### src/rtl/audio_pkg.sv
// Shared types and constants for the audio clip sequencer: default widths,
// effect-channel state encoding and saturation limit helpers.
package audio_pkg;

    localparam int DEF_SAMPLE_W = 16;
    localparam int DEF_ADDR_W   = 18;

    typedef enum logic {
        IDLE = 1'b0,
        PLAY = 1'b1
    } eff_state_t;

    // Two's-complement limits for a w-bit sample, returned in the low w bits.
    function automatic logic [31:0] sat_max(input int w);
        return (32'd1 << (w - 1)) - 32'd1;
    endfunction

    function automatic logic [31:0] sat_min(input int w);
        return 32'hFFFF_FFFF << (w - 1);
    endfunction

endpackage

### src/rtl/sat_mixer.sv
// Combinational signed two-input adder that clamps the result to the
// representable SAMPLE_W-bit range instead of wrapping.
module sat_mixer
    import audio_pkg::*;
#(
    parameter int SAMPLE_W = DEF_SAMPLE_W
) (
    input  logic signed [SAMPLE_W-1:0] a,
    input  logic signed [SAMPLE_W-1:0] b,
    output logic signed [SAMPLE_W-1:0] y
);

    localparam logic [SAMPLE_W-1:0] LIM_HI = SAMPLE_W'(sat_max(SAMPLE_W));
    localparam logic [SAMPLE_W-1:0] LIM_LO = SAMPLE_W'(sat_min(SAMPLE_W));

    logic signed [SAMPLE_W:0] sum;

    always_comb begin
        sum = {a[SAMPLE_W-1], a} + {b[SAMPLE_W-1], b};
        // Overflow shows up as the two top bits of the wide sum disagreeing.
        if (sum[SAMPLE_W] != sum[SAMPLE_W-1]) begin
            y = sum[SAMPLE_W] ? LIM_LO : LIM_HI;
        end else begin
            y = sum[SAMPLE_W-1:0];
        end
    end

endmodule

### src/rtl/audio_clip_sequencer.sv
// Frame-rate playback engine: looping music channel plus a one-shot effect
// channel, mixed with saturation. Define AUDIO_DUCK_EN to attenuate music during the effect.
module audio_clip_sequencer
    import audio_pkg::*;
#(
    parameter int         SAMPLE_W   = DEF_SAMPLE_W,
    parameter int         ADDR_W     = DEF_ADDR_W,
    parameter int         MUSIC_LEN  = 200001,
    parameter int         EFFECT_LEN = 200001,
    parameter logic [7:0] TRIG_CODE  = 8'h2C,
    parameter int         DUCK_SHIFT = 1
) (
    input  logic                DAC_LR_CLK,
    input  logic                reset,
    input  logic                enable,
    input  logic [7:0]          tripper,
    input  logic [SAMPLE_W-1:0] music_q,
    input  logic [SAMPLE_W-1:0] effect_q,
    output logic [ADDR_W-1:0]   music_addr,
    output logic [ADDR_W-1:0]   effect_addr,
    output logic                rden,
    output logic [SAMPLE_W-1:0] sample_out,
    output logic                effect_active
);

    if (DUCK_SHIFT < 0 || DUCK_SHIFT >= SAMPLE_W) begin : g_bad_shift
        $error("DUCK_SHIFT out of range for SAMPLE_W");
    end
    if (MUSIC_LEN > 2 ** ADDR_W || EFFECT_LEN > 2 ** ADDR_W) begin : g_bad_len
        $error("clip length does not fit in ADDR_W");
    end

    localparam logic [ADDR_W-1:0] MUSIC_LAST  = ADDR_W'(MUSIC_LEN - 1);
    localparam logic [ADDR_W-1:0] EFFECT_LAST = ADDR_W'(EFFECT_LEN - 1);

    eff_state_t                 state, state_next;
    logic [ADDR_W-1:0]          effect_addr_next;
    logic                       trig_prev;
    logic                       trig_event;
    logic                       eff_valid_d;
    logic signed [SAMPLE_W-1:0] music_term;
    logic signed [SAMPLE_W-1:0] effect_term;
    logic signed [SAMPLE_W-1:0] mixed;

    assign trig_event    = (tripper == TRIG_CODE) && !trig_prev;
    assign effect_active = (state == PLAY);

    always_comb begin
        state_next       = state;
        effect_addr_next = '0;
        unique case (state)
            IDLE: begin
                if (trig_event) state_next = PLAY;
            end
            PLAY: begin
                // A restart outranks end-of-clip on the same frame.
                if (trig_event) begin
                    state_next = PLAY;
                end else if (effect_addr == EFFECT_LAST) begin
                    state_next = IDLE;
                end else begin
                    effect_addr_next = effect_addr + 1'b1;
                end
            end
            default: state_next = IDLE;
        endcase
    end

`ifdef AUDIO_DUCK_EN
    assign music_term = eff_valid_d ? ($signed(music_q) >>> DUCK_SHIFT) : $signed(music_q);
`else
    assign music_term = $signed(music_q);
`endif
    assign effect_term = eff_valid_d ? $signed(effect_q) : '0;

    sat_mixer #(.SAMPLE_W(SAMPLE_W)) u_mixer (
        .a (music_term),
        .b (effect_term),
        .y (mixed)
    );

    // NOTE: all state here is flops updated with <=; reset is sampled on the frame edge.
    always_ff @(posedge DAC_LR_CLK) begin
        if (!reset) begin
            state       <= IDLE;
            music_addr  <= '0;
            effect_addr <= '0;
            trig_prev   <= 1'b0;
            eff_valid_d <= 1'b0;
            rden        <= 1'b0;
            sample_out  <= '0;
        end else begin
            trig_prev <= (tripper == TRIG_CODE);
            rden      <= enable;
            if (enable) begin
                music_addr  <= (music_addr == MUSIC_LAST) ? '0 : music_addr + 1'b1;
                state       <= state_next;
                effect_addr <= effect_addr_next;
                eff_valid_d <= (state_next == PLAY);
                // ROM data is only meaningful once an address was issued with rden high.
                sample_out  <= rden ? mixed : '0;
            end else begin
                sample_out <= '0;
            end
        end
    end

endmodule

### config.mk
export PLATFORM = sky130hd
export DESIGN_NAME = audio_clip_sequencer
export DESIGN_NICKNAME = d
export VERILOG_FILES = /design/src/rtl/audio_pkg.sv /design/src/rtl/sat_mixer.sv /design/src/rtl/audio_clip_sequencer.sv
export SDC_FILE = /design/constraint.sdc
export NUM_CORES = 1
export LEC_CHECK = 0
export CORE_UTILIZATION = 48
export DETAILED_ROUTE_END_ITERATION = 6
export PLACE_DENSITY = 0.8
export SLEW_MARGIN = 20
export SYNTH_ARGS = -nofsm -noshare
export SYNTH_HDL_FRONTEND = slang
export SYNTH_SLANG_ARGS = --single-unit
### constraint.sdc
create_clock -name DAC_LR_CLK -period 3.8 [get_ports DAC_LR_CLK]
set_input_delay 0.38 -clock DAC_LR_CLK [delete_from_list [all_inputs] [get_ports DAC_LR_CLK]]
set_output_delay 0.38 -clock DAC_LR_CLK [all_outputs]
set_load 0.005 [all_outputs]
---- Yosys cells after proc, flatten, opt, wreduce, memory -nomap -nowiden ----
Cells that the tools add are included.
Widths: inputs -> output; s select.
storage, ports and cells
  register bits ........................... 55
  bits of input ports ..................... 43
  output and inout bits ................... 54
  word-level logic and storage cells ...... 28
cells by class
  add/sub/neg operators ................... 3
  equality and inequality tests ........... 4
  mux-type cells .......................... 11
  bitwise gates (word level) .............. 1
  reductions and logical operators ........ 3
operators by type and width
  cell                   count
  $mux 18                4
  $mux 16                3
  $add 18x1->18 const B  2
  $eq 18x18->1 const B   2
  $add 16x16->17         1
  $eq 8x6->1 const B     1
  $mux 1                 3
  $reduce_and 3->1       1
  $pmux 1 s2             1
  $logic_and 1x1->1      1
  $logic_not 1->1        1
  $ne 1x1->1             1
  $not 1->1              1

---- Logic depth before layout (Yosys ltp) ----
Gate-level depths: netlist (run 1).
  depth after elaboration ................. 4
  gate-level depth with buffers ........... 13
  gate-level depth less buffers ........... 11

---- Cells and area by module ----
Synthesis (run 1) repeated with hierarchy kept, for this count alone.
second synthesis, totals
  cells, all modules ...................... 461
  area, all modules ....................... 3831.2 um^2
by module, submodules not included
  module                instances  cells each  area each (um^2)  seq. area each (um^2)
  audio_clip_sequencer  1          276         2466.1            1101.1
  sat_mixer             1          185         1365.1            0.0

---- Least setup slack after synthesis (run 1) ----
No wires, ideal clock.
  path type ............................... reg2reg
  start ................................... register eff_valid_d
  end ..................................... register sample_out[1]
  library setup time ...................... 70 ps
  arrival time ............................ 2801 ps
  data required time ...................... 3730 ps
  path slack .............................. 928 ps
  stages on the path, launching flop included .. 13
  buffers on the path ..................... 2
  period minus slack after synthesis ...... 2872 ps
  cells stage by stage .................... dfxtp_1 -> clkbuf_1 -> and2_1 -> ha_1 -> inv_1 -> fa_1 -> and2b_1 -> o2111ai_1 -> a2111oi_4 -> o31a_1 -> nand2_2 -> buf_2 -> a21oi_1
between the ends
  cells in the longest elaborated chain, start to end .. 4
  elaborated cells on any way between the ends .. 5
  those cells by class .................... add/sub: 1; eq/ne: 1; mux: 3
RTL lines
  what                                   line                              text
  start, declared                        audio_clip_sequencer.sv:40        logic eff_valid_d;
  start signal, assigned                 audio_clip_sequencer.sv:99        eff_valid_d <= (state_next == PLAY);
  $mux 16 (*)                            audio_clip_sequencer.sv:74        assign effect_term = eff_valid_d ? $signed(effect_q) : '0;
  $add 16x16->17 (*)                     sat_mixer.sv:19                   sum = {a[SAMPLE_W-1], a} + {b[SAMPLE_W-1], b};
  $mux 16 or $ne 1x1->1 (tied branches)  sat_mixer.sv:22, sat_mixer.sv:21
  $mux 16 (*)                            sat_mixer.sv:21                   if (sum[SAMPLE_W] != sum[SAMPLE_W-1]) begin
  end signal, assigned                   audio_clip_sequencer.sv:101       sample_out <= rden ? mixed : '0;
  end, declared                          audio_clip_sequencer.sv:22        output logic [SAMPLE_W-1:0] sample_out,
Mark *: on every way between the ends. The rest lies on a longest branch, timed or not.
A chain may end at the register's enable or synchronous reset.

---- Final worst setup path (run 1) ----
  start ................................... register eff_valid_d
  end ..................................... register sample_out[14]
The elaborated chain is that of the path after synthesis.

==> results.md, run 1 <==
- Status: complete, no violations
- Total CTS buffers: 5
- First-pass GRT wire length: 14,000 um
- Mean Syn Cell Area: ~8.2 um^2
- WS Path Type: flop to flop
- Simple-Gate Fraction of Synth Area: 0.286
- Number of post-CTS setup repair buffers: 0
- Yosys top cell area share: 0.322
- Total negative slack: 0 ps
- Antenna violations before repair: 0
- Placed Instance Area: approximately 4400 um^2
- Critical path data required time: 4030 ps
- GRT Total Usage: 0.230
- Sink Count: 55
- Register area share after synthesis: 0.322
- CTS root buf: clkbuf_8
- Reg clk slew, reported paths: 100 ps
- Synth area leader: dfxtp_1
- Largest net degree at the start of global routing: 27
- Die area: 7480 um^2
- CTS H-Tree Depth: 2
- Main flop type after synthesis: dfxtp_1
- CP startpoint kind: flop
- Worst slew pin tran: 558 ps
- Grt total ovfl: 0
- Compound-cell area share of the yosys netlist: 0.192
- Die Ht: between 80 and 90 um
- Post-Synth Adder-Cell Area: 0.0789
- Max VDD drop: approximately 0.19 mV
- Clk Latency, worst-skew pair: 310 ps
- HPWL after detailed placement: about 6400 um
- Core ar.: roughly 6800 um^2
- Post-route cell area: between 4000 and 5000 um^2
- Num ports: just under 100
- Vias in the first global route: ~3,200
- Fill count: approximately 600
- Fin Clk Skew: roughly 8 ps
- Post-synth cell types: 63
- GPL Wtd Cong: ~0.86
- Mapped Cells: between 400 and 500
- Max Root-Sink Buffers: 2
- Routed vias/inst: around 5.5
- Wire length per cell: 14.0 um
- Post_cts resized: 0
- Via count: ~3,300
- Drt drc: 0
- Area Overhead vs Synth: 32.3%
- CP endpoint kind: flop
- Final Hold Viols: 0
- Synth warn: 0
- Slew margin rel.: 0.625
- Most common cell in the netlist: dfxtp_1
- Row cnt: 30
- Min cycle time layout: 3020 ps
- #FFs+latches synth: 55
- Slew Limit Fails: 0
- Hold_buf cts: 0
- Post-Synth XOR/XNOR Area: 0.0716
- Initial DRC count: between 100 and 150
- Max_cap viols: 0
- Max FO, Critical Path: 15
- Multiplexer area fraction after synthesis: 0.0121
- Leakage: between 1.5 and 2 nW
- Synth async-reset ratio: 0
- Layout cells sized above 1: 0.0508
- Endpoints failing setup: 0
- Initial Util: 0.501
- # diodes: 0
- EDFF count, synth: 0
- Port bufs: 96
- CP arrival: between 3000 and 4000 ps
- RSZ-0062 raised after global routing: no
- Top cells by count, synth: dfxtp_1 (55), nand2_1 (47), nor2_1 (44)
- Synth top area cells: dfxtp_1 (32%), ha_1 (7.3%), a21oi_1 (5.4%)
- Chip Width: 86.5 um
- Final antenna-violating net count: 0
- Combinational family with the most area after synthesis: simple AND/OR/NAND/NOR gates
- Type of the worst min-delay path: flop to flop
- Synth Net Count: approximately 480
- Reg2reg setup slack: 780 ps
- Post-Route WL: 8510 um
- Mapped Area: 3420 um^2
- DRT Pass-1 Iters: 5
- Period utilisation layout: 0.795
- Layout Nets: between 500 and 600
- Highest clock rate: 331 MHz
- Hold slack final: approximately 530 ps
- PwrDens: between 200 and 250 nW/um^2
- CTS tree: built
worst max-delay path, cell delays in order (launching register included):
cell and delay, ps:
dfxtp_1 510, and2_1 180, ha_1 180, inv_1 70, fa_1 390, and2b_1 230
o2111ai_1 190, a2111oi_4 490, o31ai_1 140, nand3_2 250, o21ai_0 140, a21oi_1 170
placed cells by master (no fill, tap or decap), drive strengths merged, types with 12 or more instances in the layout:
master | netlist | final
ha | 20 | 20
nor2 | 44 | 44
clkdlybuf4s50 | 0 | 96
xor2 | 16 | 16
xnor2 | 12 | 12
nand2 | 49 | 49
and2 | 18 | 18
and3 | 12 | 12
a21oi | 37 | 37
o21ai | 21 | 21
inv | 11 | 12
nand3 | 14 | 14
dfxtp | 55 | 55
layer usage:
layer	wire, um	GRT usage
met5	0	0
met4	57	0.0545
met3	373	0.0362
met2	4110	0.405
met1	3970	0.295
sequential cells by signal, indices dropped and copies added, names as in the netlist:
register     count
rden             1
effect_addr     18
music_addr      18
eff_valid_d      1
sample_out      16
trig_prev        1
power by group:
group / total [mW] / leakage (nW) / switching [mW] / internal (mW)
logic: 0.142 / 1.26 / 0.0639 / 0.0778
clock network: 0.326 / 0.0418 / 0.194 / 0.133
registers: 0.588 / 0.444 / 0.00577 / 0.582
final timing paths:
check,to,cells past startpoint,from
max,sample_out[14],11,eff_valid_d
min,music_addr[7],2,music_addr[7]
max reg2reg,sample_out[14],11,eff_valid_d
min reg2reg,music_addr[7],2,music_addr[7]
layout make-up:
cell class / count / area [um^2] / share of cell area
Timing Repair Buffer: 99 / 983 / 0.217
Tap cell: 96 / 120 / 0.0265
Clock inverter: 2 / 16.3 / 0.00359
Clock buffer: 6 / 72.6 / 0.0160
Inverter: 11 / 41.3 / 0.00911
Sequential cell: 55 / 1100 / 0.243
Multi-Input combinational cell: 339 / 2200 / 0.485
cell families after synthesis:
logic type,after synthesis
adder cells (fa/ha/maj),21
flip-flops,55
multiplexers,4
AND/OR/NAND/NOR,188
buffers and inverters,24
XOR/XNOR,28
AO/OA/AOI/OAI,98
stage by stage:
step                cells  total power [mW]  setup slack (ps)   util
CTS                   608              1.06               756  0.663
finish                608              1.06               779  0.663
global placement      600             0.739               623  0.650
detailed placement    600             0.743               541  0.650
global route          608              1.10               545  0.663
floorplan             418             0.671               928      -
Note: power is estimated with default switching activity, not from simulation.
==> run 2, diff against run 1 <==
Clock period 3.8 ns to 3.05 ns, I/O delays scaled along.
==> run 2 against run 1 <==
Effect of this change:
- die area unchanged
- clock power increased by 25%
- first-iteration DRC count shrank 19%
- global-route usage up 0.075 points
- sequential power grew 25%
- sequential share of layout area decreased by 0.36 points
- critical path type is now input port to flop
- largest power group unchanged
==> results.md, run 2 (synthesis results as in run 1) <==
- Endpoints failing setup: 0 (unchanged)
- Post_cts resized: 0 (unchanged)
- Clk Latency, worst-skew pair: 310 ps (about the same)
- Worst slew pin tran: 624 ps (was 558 ps)
- CTS tree: built (unchanged)
- Max_cap viols: 0 (unchanged)
- Slew Limit Fails: 0 (unchanged)
- Largest net degree at the start of global routing: 27 (unchanged)
- Vias in the first global route: 3,099 (was 3,171)
- Place WS: -51.8 ps (was 541 ps)
- # diodes: 0 (unchanged)
- Antenna violations before repair: 0 (unchanged)
- Slew margin rel.: 0.581 (was 0.625)
- GRT Total Usage: 0.231 (was 0.230)
- CP startpoint kind: input port (was flop)
- WS Path Type: input port to flop (was flop to flop)
- Fin Clk Skew: 6.58 ps (was 8.23 ps)
- Max FO, Critical Path: 4 (was 15)
- Sink Count: 55 (unchanged)
- Commonest non-fill, non-tap cell in the layout: clkdlybuf4s50_1 (unchanged)
- CTS H-Tree Depth: 2 (unchanged)
- Critical path data required time: 3230 ps (was 4030 ps)
- Max VDD drop: 0.231 mV (was 0.191 mV)
- Combinational fraction of design power: 0.137 (was 0.134)
- Max Root-Sink Buffers: 2 (unchanged)
- Sw Pwr: 0.330 mW (was 0.263 mW)
- Layout cells sized above 1: 0.0655 (was 0.0508)
- Most frequent cells in the layout: clkdlybuf4s50_1 (96), dfxtp_1 (55), nand2_1 (47) (unchanged)
- CP endpoint kind: flop (unchanged)
- Final Hold Viols: 0 (unchanged)
- Total CTS buffers: 5 (unchanged)
- First-pass GRT wire length: 14,000 um (about the same)
- Number of post-CTS setup repair buffers: 0 (unchanged)
- Min cycle time layout: about 2800 ps
- HPWL after detailed placement: 6490 um (was 6400 um)
- Flop pwr share: 0.555 (was 0.557)
- Layout Nets: 582 (was 575)
- Chip Width: 86.5 um (unchanged)
- Grt total ovfl: 0 (unchanged)
- Port bufs: 96 (unchanged)
- Final antenna-violating net count: 0 (unchanged)
- Clock share of power: 0.309 (about the same)
- Num ports: 97 (unchanged)
- Area Overhead vs Synth: 34.3% (was 32.3%)
- Status: complete, no violations (unchanged)
- Leakage: 1.80 nW (was 1.75 nW)
- Routed vias/inst: 5.50 (was 5.49)
- Period utilisation layout: 0.919
- Hold_buf cts: 0 (unchanged)
- CTS root buf: clkbuf_8 (unchanged)
- Internal power: 0.992 mW (was 0.793 mW)
- Highest clock rate: approximately 360 MHz
- Reg clk slew, reported paths: 100 ps (about the same)
- GPL Wtd Cong: 0.861 (about the same)
- Die area: 7480 um^2 (unchanged)
- Total negative slack: 0 ps (unchanged)
- Row cnt: 30 (unchanged)
- Die Ht: 86.5 um (unchanged)
- Post-Route WL: 8450 um (was 8510 um)
- DRT Pass-1 Iters: 4 (was 5)
- Initial Util: 0.501 (unchanged)
- Via count: 3,382 (was 3,337)
- Drt drc: 0 (unchanged)
- Initial DRC count: 115 (was 142)
- Worst Setup Slack, final: 248 ps (was 779 ps)
- Wire length per cell: 13.7 um (was 14.0 um)
- Type of the worst min-delay path: flop to flop (unchanged)
- RSZ-0062 raised after global routing: no (unchanged)
- Top Registers: effect_addr x18, music_addr x18, sample_out x16 (unchanged)
- Net Sw Frac: 0.249 (about the same)
- PwrDens: 287 nW/um^2 (was 233 nW/um^2)
- CP arrival: 2980 ps (was 3250 ps)
- Core ar.: 6830 um^2 (unchanged)
==> run 2: changes by cell type in the layout (fill, tap and decap cells not counted) <==
cell / before / now
clkinv_4: 0 / 1
clkinvlp_4: 1 / 0
clkbuf_1: 1 / 0
buf_12: 0 / 1
clkinv_2: 0 / 1
buf_4: 3 / 9
==> run 2: area by class of cell <==
cell class / count / area (um^2)
Timing Repair Buffer: 106 / 1050
Clock inverter: 3 / 22.5
Clock buffer: 5 / 68.8
Fill cell: 596 / 2230
Multi-Input combinational cell: 339 / 2200
Tap cell: 96 / 120
Inverter: 11 / 41.3
Sequential cell: 55 / 1100
==> run 2: worst max-delay path, cell delays in order <==
cell	delay, ps
clkdlybuf4s50_1	450
and2_1	120
ha_1	160
inv_1	50
fa_1	370
and2b_1	220
o2111ai_1	180
a2111oi_4	510
or3_1	220
o221ai_1	130
o21ai_0	180
a21oi_1	90
==> run 2: power groups by stage <==
stage	Clock, mW	Sequential (mW)	Combinational (mW)
floorplan	0	0.749	0.0877
global placement	0	0.750	0.177
detailed placement	0	0.750	0.180
CTS	0.415	0.733	0.181
global route	0.447	0.734	0.199
finish	0.408	0.733	0.181
==> run 2: layer usage <==
| metal | up-vias | GRT usage | routed length [um] |
|---|---|---|---|
| met2 | 114 | 0.401 | 4060 |
| li1 | 1683 | - | - |
| met4 | 0 | 0.0591 | 87 |
| met3 | 9 | 0.0352 | 510 |
| met1 | 1576 | 0.299 | 3790 |
| met5 | - | 0 | 0 |
==> run 2: worst paths after layout <==
path	cells past startpoint	end	startpoint	slack, ps
max	12	sample_out[14]	effect_q[0]	250
min	2	sample_out[10]	rden	530
max reg2reg	11	sample_out[14]	eff_valid_d	300
min reg2reg	2	sample_out[10]	rden	530
==> run 2: stage by stage <==
| stage | utilization | hold slack [ps] | std cells | cell area (um^2) | total power, mW |
|---|---|---|---|---|---|
| after floorplan | - | 476 | 418 | 3420 | 0.836 |
| after global placement | 0.660 | 503 | 607 | 4510 | 0.926 |
| after CTS | 0.673 | 528 | 615 | 4600 | 1.33 |
| after global routing | 0.673 | 560 | 615 | 4600 | 1.38 |
| after detailed placement | 0.660 | 510 | 607 | 4510 | 0.930 |
| final | 0.673 | 531 | 615 | 4600 | 1.32 |
